==> src/rtl/attn_dot_seq.sv <==
`default_nettype none
// ============================================================================
//  Module      : attn_dot_seq
//  Description : Dot-product sequencer feeding the FP32 attention-score PE.
//                Buffers (a, b) element pairs in a small FIFO and issues them
//                to the PE one at a time. Each returned partial sum is chained
//                back as the next psum. The final score is presented on a
//                valid/ready result port.
//  Ports       : clk, rst          - clock, synchronous active-high reset
//                cmd_*             - length command (valid/ready)
//                s_*               - element-pair input stream (valid/ready)
//                pe_*              - PE issue port and PE result return
//                res_*             - final score output (valid/ready)
//                busy              - sequencer not idle
//  Revision    : 1.0 - initial release
// ============================================================================
module attn_dot_seq #(
    parameter int FIFO_DEPTH = 4,
    parameter int LEN_W      = 16
) (
    input  logic             clk,
    input  logic             rst,
    input  logic             cmd_valid,
    output logic             cmd_ready,
    input  logic [LEN_W-1:0] cmd_len,
    input  logic             s_valid,
    output logic             s_ready,
    input  logic [31:0]      s_a,
    input  logic [31:0]      s_b,
    output logic             pe_in_valid,
    output logic [31:0]      pe_a,
    output logic [31:0]      pe_b,
    output logic [31:0]      pe_psum,
    input  logic             pe_out_valid,
    input  logic [31:0]      pe_psum_out,
    output logic             res_valid,
    input  logic             res_ready,
    output logic [31:0]      res_bits,
    output logic             busy
);

    localparam int AW = $clog2(FIFO_DEPTH);
    localparam int PW = AW + 1;

    typedef enum logic [1:0] {
        S_IDLE  = 2'd0,
        S_ISSUE = 2'd1,
        S_WAIT  = 2'd2,
        S_OUT   = 2'd3
    } state_t;

    state_t           state_q;
    logic [31:0]      acc_q;
    logic [LEN_W-1:0] rem_q;
    logic             pe_in_valid_q;
    logic [31:0]      pe_a_q;
    logic [31:0]      pe_b_q;
    logic [31:0]      pe_psum_q;
    logic             res_valid_q;
    logic [31:0]      res_bits_q;

    // ------------------------------------------------------------------
    // Element-pair FIFO. Pointers carry one extra wrap bit so that full
    // and empty are distinguishable without a separate counter.
    // ------------------------------------------------------------------
    logic [63:0]   fifo_mem_q [FIFO_DEPTH];
    logic [PW-1:0] wr_ptr_q;
    logic [PW-1:0] rd_ptr_q;
    logic [PW-1:0] fifo_count;
    logic          fifo_full;
    logic          fifo_empty;
    logic          push;
    logic          pop;
    logic [63:0]   fifo_head;

    assign fifo_count = wr_ptr_q - rd_ptr_q;
    assign fifo_full  = (fifo_count == PW'(FIFO_DEPTH));
    assign fifo_empty = (wr_ptr_q == rd_ptr_q);
    assign push       = s_valid && !fifo_full;
    // Pop only when the FSM actually issues the head to the PE.
    assign pop        = (state_q == S_ISSUE) && !fifo_empty;
    assign fifo_head  = fifo_mem_q[rd_ptr_q[AW-1:0]];

    always_ff @(posedge clk) begin
        if (rst) begin
            wr_ptr_q <= '0;
            rd_ptr_q <= '0;
        end else begin
            if (push) begin
                fifo_mem_q[wr_ptr_q[AW-1:0]] <= {s_a, s_b};
                wr_ptr_q <= wr_ptr_q + PW'(1);
            end
            if (pop) begin
                rd_ptr_q <= rd_ptr_q + PW'(1);
            end
        end
    end

    // ------------------------------------------------------------------
    // Sequencer FSM with registered outputs. Only one PE transaction is
    // ever outstanding: ISSUE always moves to WAIT, and WAIT only leaves
    // on the PE result strobe.
    // ------------------------------------------------------------------
    always_ff @(posedge clk) begin
        if (rst) begin
            state_q       <= S_IDLE;
            acc_q         <= 32'h0000_0000;
            rem_q         <= '0;
            pe_in_valid_q <= 1'b0;
            pe_a_q        <= 32'h0000_0000;
            pe_b_q        <= 32'h0000_0000;
            pe_psum_q     <= 32'h0000_0000;
            res_valid_q   <= 1'b0;
            res_bits_q    <= 32'h0000_0000;
        end else begin
            pe_in_valid_q <= 1'b0;
            case (state_q)
                S_IDLE: begin
                    if (cmd_valid) begin
                        rem_q <= cmd_len;
                        acc_q <= 32'h0000_0000;
                        if (cmd_len == '0) begin
                            // Empty dot product: score is +0.0.
                            state_q     <= S_OUT;
                            res_valid_q <= 1'b1;
                            res_bits_q  <= 32'h0000_0000;
                        end else begin
                            state_q <= S_ISSUE;
                        end
                    end
                end
                S_ISSUE: begin
                    if (!fifo_empty) begin
                        pe_in_valid_q <= 1'b1;
                        pe_a_q        <= fifo_head[63:32];
                        pe_b_q        <= fifo_head[31:0];
                        pe_psum_q     <= acc_q;
                        rem_q         <= rem_q - LEN_W'(1);
                        state_q       <= S_WAIT;
                    end
                end
                S_WAIT: begin
                    if (pe_out_valid) begin
                        acc_q <= pe_psum_out;
                        if (rem_q == '0) begin
                            state_q     <= S_OUT;
                            res_valid_q <= 1'b1;
                            res_bits_q  <= pe_psum_out;
                        end else begin
                            state_q <= S_ISSUE;
                        end
                    end
                end
                S_OUT: begin
                    if (res_ready) begin
                        res_valid_q <= 1'b0;
                        state_q     <= S_IDLE;
                    end
                end
                default: state_q <= S_IDLE;
            endcase
        end
    end

    // cmd_ready is gated by rst so it reads low during the reset cycle itself.
    assign cmd_ready   = (state_q == S_IDLE) && !rst;
    assign s_ready     = !fifo_full;
    assign busy        = (state_q != S_IDLE);
    assign pe_in_valid = pe_in_valid_q;
    assign pe_a        = pe_a_q;
    assign pe_b        = pe_b_q;
    assign pe_psum     = pe_psum_q;
    assign res_valid   = res_valid_q;
    assign res_bits    = res_bits_q;

endmodule
`default_nettype wire

==> config.mk <==
export PLATFORM = sky130hd
export DESIGN_NAME = attn_dot_seq
export DESIGN_NICKNAME = d
export VERILOG_FILES = /design/src/rtl/attn_dot_seq.sv
export SDC_FILE = /design/constraint.sdc
export NUM_CORES = 1
export LEC_CHECK = 0
export CORE_ASPECT_RATIO = 1.5
export CORE_MARGIN = 1.5
export CORE_UTILIZATION = 35
export DETAILED_ROUTE_END_ITERATION = 12
export HOLD_SLACK_MARGIN = 0.05
export SYNTH_ARGS = -nofsm -noshare
export SYNTH_HDL_FRONTEND = slang
export SYNTH_SLANG_ARGS = --single-unit
==> constraint.sdc <==
create_clock -name clk -period 7.45 [get_ports clk]
set_clock_uncertainty 0.05 [all_clocks]
set_input_delay 1.49 -clock clk [delete_from_list [all_inputs] [get_ports clk]]
set_output_delay 1.49 -clock clk [all_outputs]
set_load 0.005 [all_outputs]
# Yosys cells after proc, flatten, opt, wreduce, memory -nomap -nowiden
# Memories as Yosys holds them, arrays and structs flattened. A register that Yosys moved wholly into a read port is not among the register bits.
# Cells that the tools add are included.
[totals]
wordCells = 75
ramBits = 256
regBits = 122
mem_count = 1
inputBits = 118
[op_classes]
n_reduce_logical = 20
n_addsub = 4
n_mux = 28
bitwise = 2
eq_ne = 11
[mem_list]
columns = ["name", "depth", "width", "rd", "rd_ports_with_merged_regs", "write_ports", "line", "text"]
rows = [
  ["fifo_mem_q", 4, 64, 1, 1, 1, "66", "logic [63:0] fifo_mem_q [FIFO_DEPTH];"],
]
[op_table]
columns = ["op", "count"]
rows = [
  ["$mux W32", 6],
  ["$pmux W32 S2", 2],
  ["$logic_not A16 Y1", 2],
  ["$mux W16", 2],
  ["$pmux W16 S2", 1],
  ["$sub A16 B1 Y16 const B", 1],
  ["$mux W2", 6],
  ["$ne A2 B2 Y1 const B", 6],
  ["$mux W1", 9],
  ["$pmux W2 S4", 1],
  ["$add A3 B1 Y3 const B", 2],
  ["$reduce_and A3 Y1", 2],
  ["$reduce_and A6 Y1", 1],
  ["$reduce_bool A2 Y1", 3],
  ["$reduce_and A5 Y1", 1],
  ["$eq A2 B2 Y1 const B", 2],
  ["$reduce_and A4 Y1", 1],
  ["$eq A3 B3 Y1", 1],
  ["$eq A3 B3 Y1 const B", 1],
  ["$logic_and A1 B1 Y1", 3],
  ["$logic_not A1 Y1", 3],
  ["$pmux W1 S3", 1],
  ["$reduce_bool A3 Y1", 1],
  ["$sub A3 B3 Y3", 1],
  ["5 further kinds", 6],
]

# Depth between registers and ports, before layout
[logic_depth]
depth_word = 7
mapped_depth = 11

# Least setup slack after synthesis
# No wires, ideal clock.
[synth_timing]
kind = "input port to flip-flop"
start = "input port rst"
end = "memory fifo_mem_q[3][0], enable pin"
stages = 3
required_ns = 6.822
path_buffers = 2
arrival_ns = 6.607
setup_time_ns = 0.578
path_slack_ns = 0.215
cell_sequence = "clkbuf_1 -> clkbuf_1 -> nor3b_1"
[synth_via]
elab_chain_cells = 2
[synth_rtl]
columns = ["element", "line", "text"]
rows = [
  ["start: declaration", "22", "input logic rst,"],
  ["$mux W1", "85", "if (rst) begin"],
  ["$mux W1 (implied by the code)", "90", "fifo_mem_q[wr_ptr_q[AW-1:0]] <= {s_a, s_b};"],
  ["end: declaration", "66", ""],
]
# No other way between the ends.

# Final worst setup path
[layout_timing]
start = "register rd_ptr_q[0]"
end = "output port s_ready"
[layout_via]
elab_chain_cells = 3
[layout_rtl]
columns = ["element", "line", "text"]
rows = [
  ["start: declaration", "68", "logic [PW-1:0] rd_ptr_q;"],
  ["start signal: assignment", "94", "rd_ptr_q <= rd_ptr_q + PW'(1);"],
  ["$sub A3 B3 Y3", "76", "assign fifo_count = wr_ptr_q - rd_ptr_q;"],
  ["$eq A3 B3 Y1", "77", "assign fifo_full = (fifo_count == PW'(FIFO_DEPTH));"],
  ["$logic_not A1 Y1", "167", "assign s_ready = !fifo_full;"],
  ["end: declaration", "27", "output logic s_ready,"],
]
# No other way between the ends.

==> impl_metrics.py <==
metrics = {
    "outcome": {
        "status": "finished clean",
    },
    "synth": {
        "avgSynthCellArea_sq_um": 13.8,
        "synthArstFlopShare_pct": 0,
        "synth_seq_area_share_pct": 69.6,
        "synth-edff-count": 256,
        "synth_nets": 1320,
        "synth_cells": 1190,
        "syn-cell-area_sq_um": 16400,
        "yosysUniqueCellTypes": 61,
        "yosys_warnings": 0,
        "synth.ff_latch_count": 442,
        "synth_top_flop_cell": "edfxtp_1",
    },
    "sta": {
        "relSlewSlack_pct": 21.8,
        "setup_tns_ns": 0,
        "fin_crit_sh_pct": 56.6,
        "max_freq_mhz": 237,
        "finalHoldViolations": 0,
        "drv_slew": 0,
        "worst_pin_slew_ns": 1.17,
        "hold_ws_ns": 0.399,
        "fin_crit_ns": 4.22,
        "rsz0062_at_grt": "no",
        "setup_viol": 0,
    },
    "clock_network": {
        "clockBufferDepth": 3,
        "cts_hold_buf": 0,
        "clk_latency_ns": 0.56,
        "htreeDepth": 2,
        "cts.clk_slew.worst_paths_ns": 0.06,
        "cts_root_buffer": "clkbuf_16",
        "post-cts-setup-buffers": 0,
        "cts_made_buffers": 44,
        "cts_tree": "built",
        "ctsResizeCount": 0,
        "numClockSinks": 442,
    },
    "placement": {
        "place_congestion": 0.810,
        "dpl.cell_count": 1968,
        "dpl_cell_area_sq_um": 19500,
        "place_hpwl_microns": 24600,
        "numPortBuffers": 250,
    },
    "cells_and_area": {
        "stdcell_count": 2051,
        "fin_nets": 1556,
        "drive_gt1_share_pct": 13.6,
        "area_growth_pct": 28.0,
        "layout_commonest_cell": "edfxtp_1",
        "final_util_pct": 45.6,
        "fin_area_sq_um": 21000,
        "most-common-layout-cells": "edfxtp_1 (256), clkdlybuf4s50_1 (249), nand2_1 (239), dfxtp_1 (184), a21oi_1 (144)",
    },
    "power_and_ir_drop": {
        "power.density_nw_per_um2": 321,
        "ir_drop_mv": 0.172,
        "power_leakage_nw": 6.77,
    },
    "setup_path": {
        "rrSetupSlack_ns": 4.12,
        "slowest_stage": "dfxtp_4",
        "r2r-end": "fifo_mem_q[2][19]",
        "cp-end-kind": "output port",
        "max_stage_delay_ns": 0.77,
        "cp.arrival_ns": 2.68,
        "required_ns": 5.91,
        "worstReg2RegStart": "rd_ptr_q[0]",
        "path_class": "reg -> out",
        "critPathLaunchType": "flop",
        "critPathLaunch": "rd_ptr_q[0]",
        "worstPathCellList": "ha_1 > nand2_1 > or2_2 > clkdlybuf4s50_1",
        "ff2ff_path_depth": 6,
        "cp_max_fo": 30,
    },
    "drt": {
        "routed_wirelength_microns": 39500,
        "ant_nets": 0,
        "drtIter0Drc": 544,
        "drt-wirelength-per-cell_microns": 19.3,
        "routed_via_density": 4.98,
        "vias": 10200,
        "drtPass1Iterations": 4,
        "drc": 0,
    },
    "floorplan": {
        "die_x_microns": 180,
        "start_util_pct": 35.6,
        "std_cell_rows": 96,
        "die_height_microns": 268,
        "ios": 251,
        "fp.dieArea_sq_um": 48200,
        "core-area_sq_um": 46000,
    },
    "worst_hold_path": {
        "min_path_type": "reg -> reg",
        "whs_path_depth": 2,
        "hold_end": "acc_q[5]",
        "hold_start": "acc_q[5]",
    },
    "flow_run": {
        "cap_violations": 0,
    },
    "global_route": {
        "grt_max_degree": 73,
        "track_usage_pct": 16.2,
        "antenna_found_initial": 6,
        "grt_pass1_vias": 10700,
        "grt_pass1_wl_microns": 61000,
        "grt_overflow": 0,
    },
}
synth_stat cells (10+ instances only):
cell type,n,share of area (%)
a21oi_1,144,4.4
a22o_2,24,1.5
buf_2,14,0.43
clkbuf_1,54,1.2
dfxtp_1,186,23
edfxtp_1,256,47
ha_1,12,0.92
inv_1,10,0.23
mux4_2,64,8.8
nand2_1,239,5.5
nand3_1,33,1.0
nor2_1,28,0.64
o21ai_0,14,0.43
worst max-delay path by stage:
stage                             to  slack [ns]  depth (start not counted)
floorplan           fifo_mem_q[3][0]        0.21                          3
global placement        res_bits[18]        3.47                          5
detailed placement      res_bits[15]        3.45                          5
CTS                          s_ready        3.12                          4
global route                 s_ready        3.04                          4
finish                       s_ready        3.23                          4
routing by layer:
| layer | part of all wire [%] | track usage [%] | wire (microns) |
|---|---|---|---|
| met1 | 39 | 18.1 | 15300 |
| met3 | 5.3 | 3.59 | 2080 |
| met4 | 2.2 | 5.29 | 884 |
| met2 | 54 | 30.5 | 21200 |
| met5 | 0.11 | 0 | 42 |
area by class of cell:
type                    instances  area (sq um)
diodes                          2          5.00
clock buffers                  64          1290
clock inverters                17           209
fillers                      4155         25000
inverters                      11          41.3
multi-input cells             659          4640
flip-flops and latches        442         11400
well taps                     588           736
repair buffers                268          2640
flip-flops by register name (all words and copies together) (netlist names):
name,count
res_valid,1
state_q,2
res_bits,32
rd_ptr_q,3
pe_b,32
wr_ptr_q,3
pe_in_valid,1
rem_q,16
pe_a,32
fifo_mem_q,256
acc_q,32
pe_psum,32
metrics by stage:
| step | power, W | setup slack (ns) |
|---|---|---|
| 2_1_floorplan | 0.00397 | 0.215 |
| 3_3_place_gp | 0.00455 | 3.47 |
| 3_5_place_dp | 0.00456 | 3.45 |
| 4_1_cts | 0.00684 | 3.12 |
| 5_1_grt | 0.00708 | 3.04 |
| 6_report | 0.00673 | 3.23 |
logic make-up (layout without fill, tap and decap cells):
group / count (synthesis) / in the layout / share of synthesized area [%]
other: 0 / 2 / 0
DFF: 442 / 442 / 69.6
adders and majority gates: 12 / 12 / 0.916
and+or+nand+nor: 346 / 346 / 9.17
buffers and inverters: 89 / 360 / 2.40
muxes: 68 / 68 / 9.05
AOI/OAI and AO/OA: 226 / 226 / 8.47
xor gates and xnor gates: 7 / 7 / 0.374
power by group:
| part | switching, W | total [W] | internal [W] |
|---|---|---|---|
| Combinational | 0.000873 | 0.00152 | 0.000642 |
| Sequential | 0.000161 | 0.00296 | 0.00280 |
| Clock | 0.000938 | 0.00226 | 0.00132 |
| Total | 0.00197 | 0.00673 | 0.00476 |
worst max-delay path, delay by kind of cell (launching register included):
| kind | cells | cell delay, ns |
|---|---|---|
| adders and majority gates | 1 | 0.35 |
| buffers and inverters | 1 | 0.50 |
| DFF | 1 | 0.77 |
| and+or+nand+nor | 2 | 0.49 |
(Power assumes the default switching activity.)
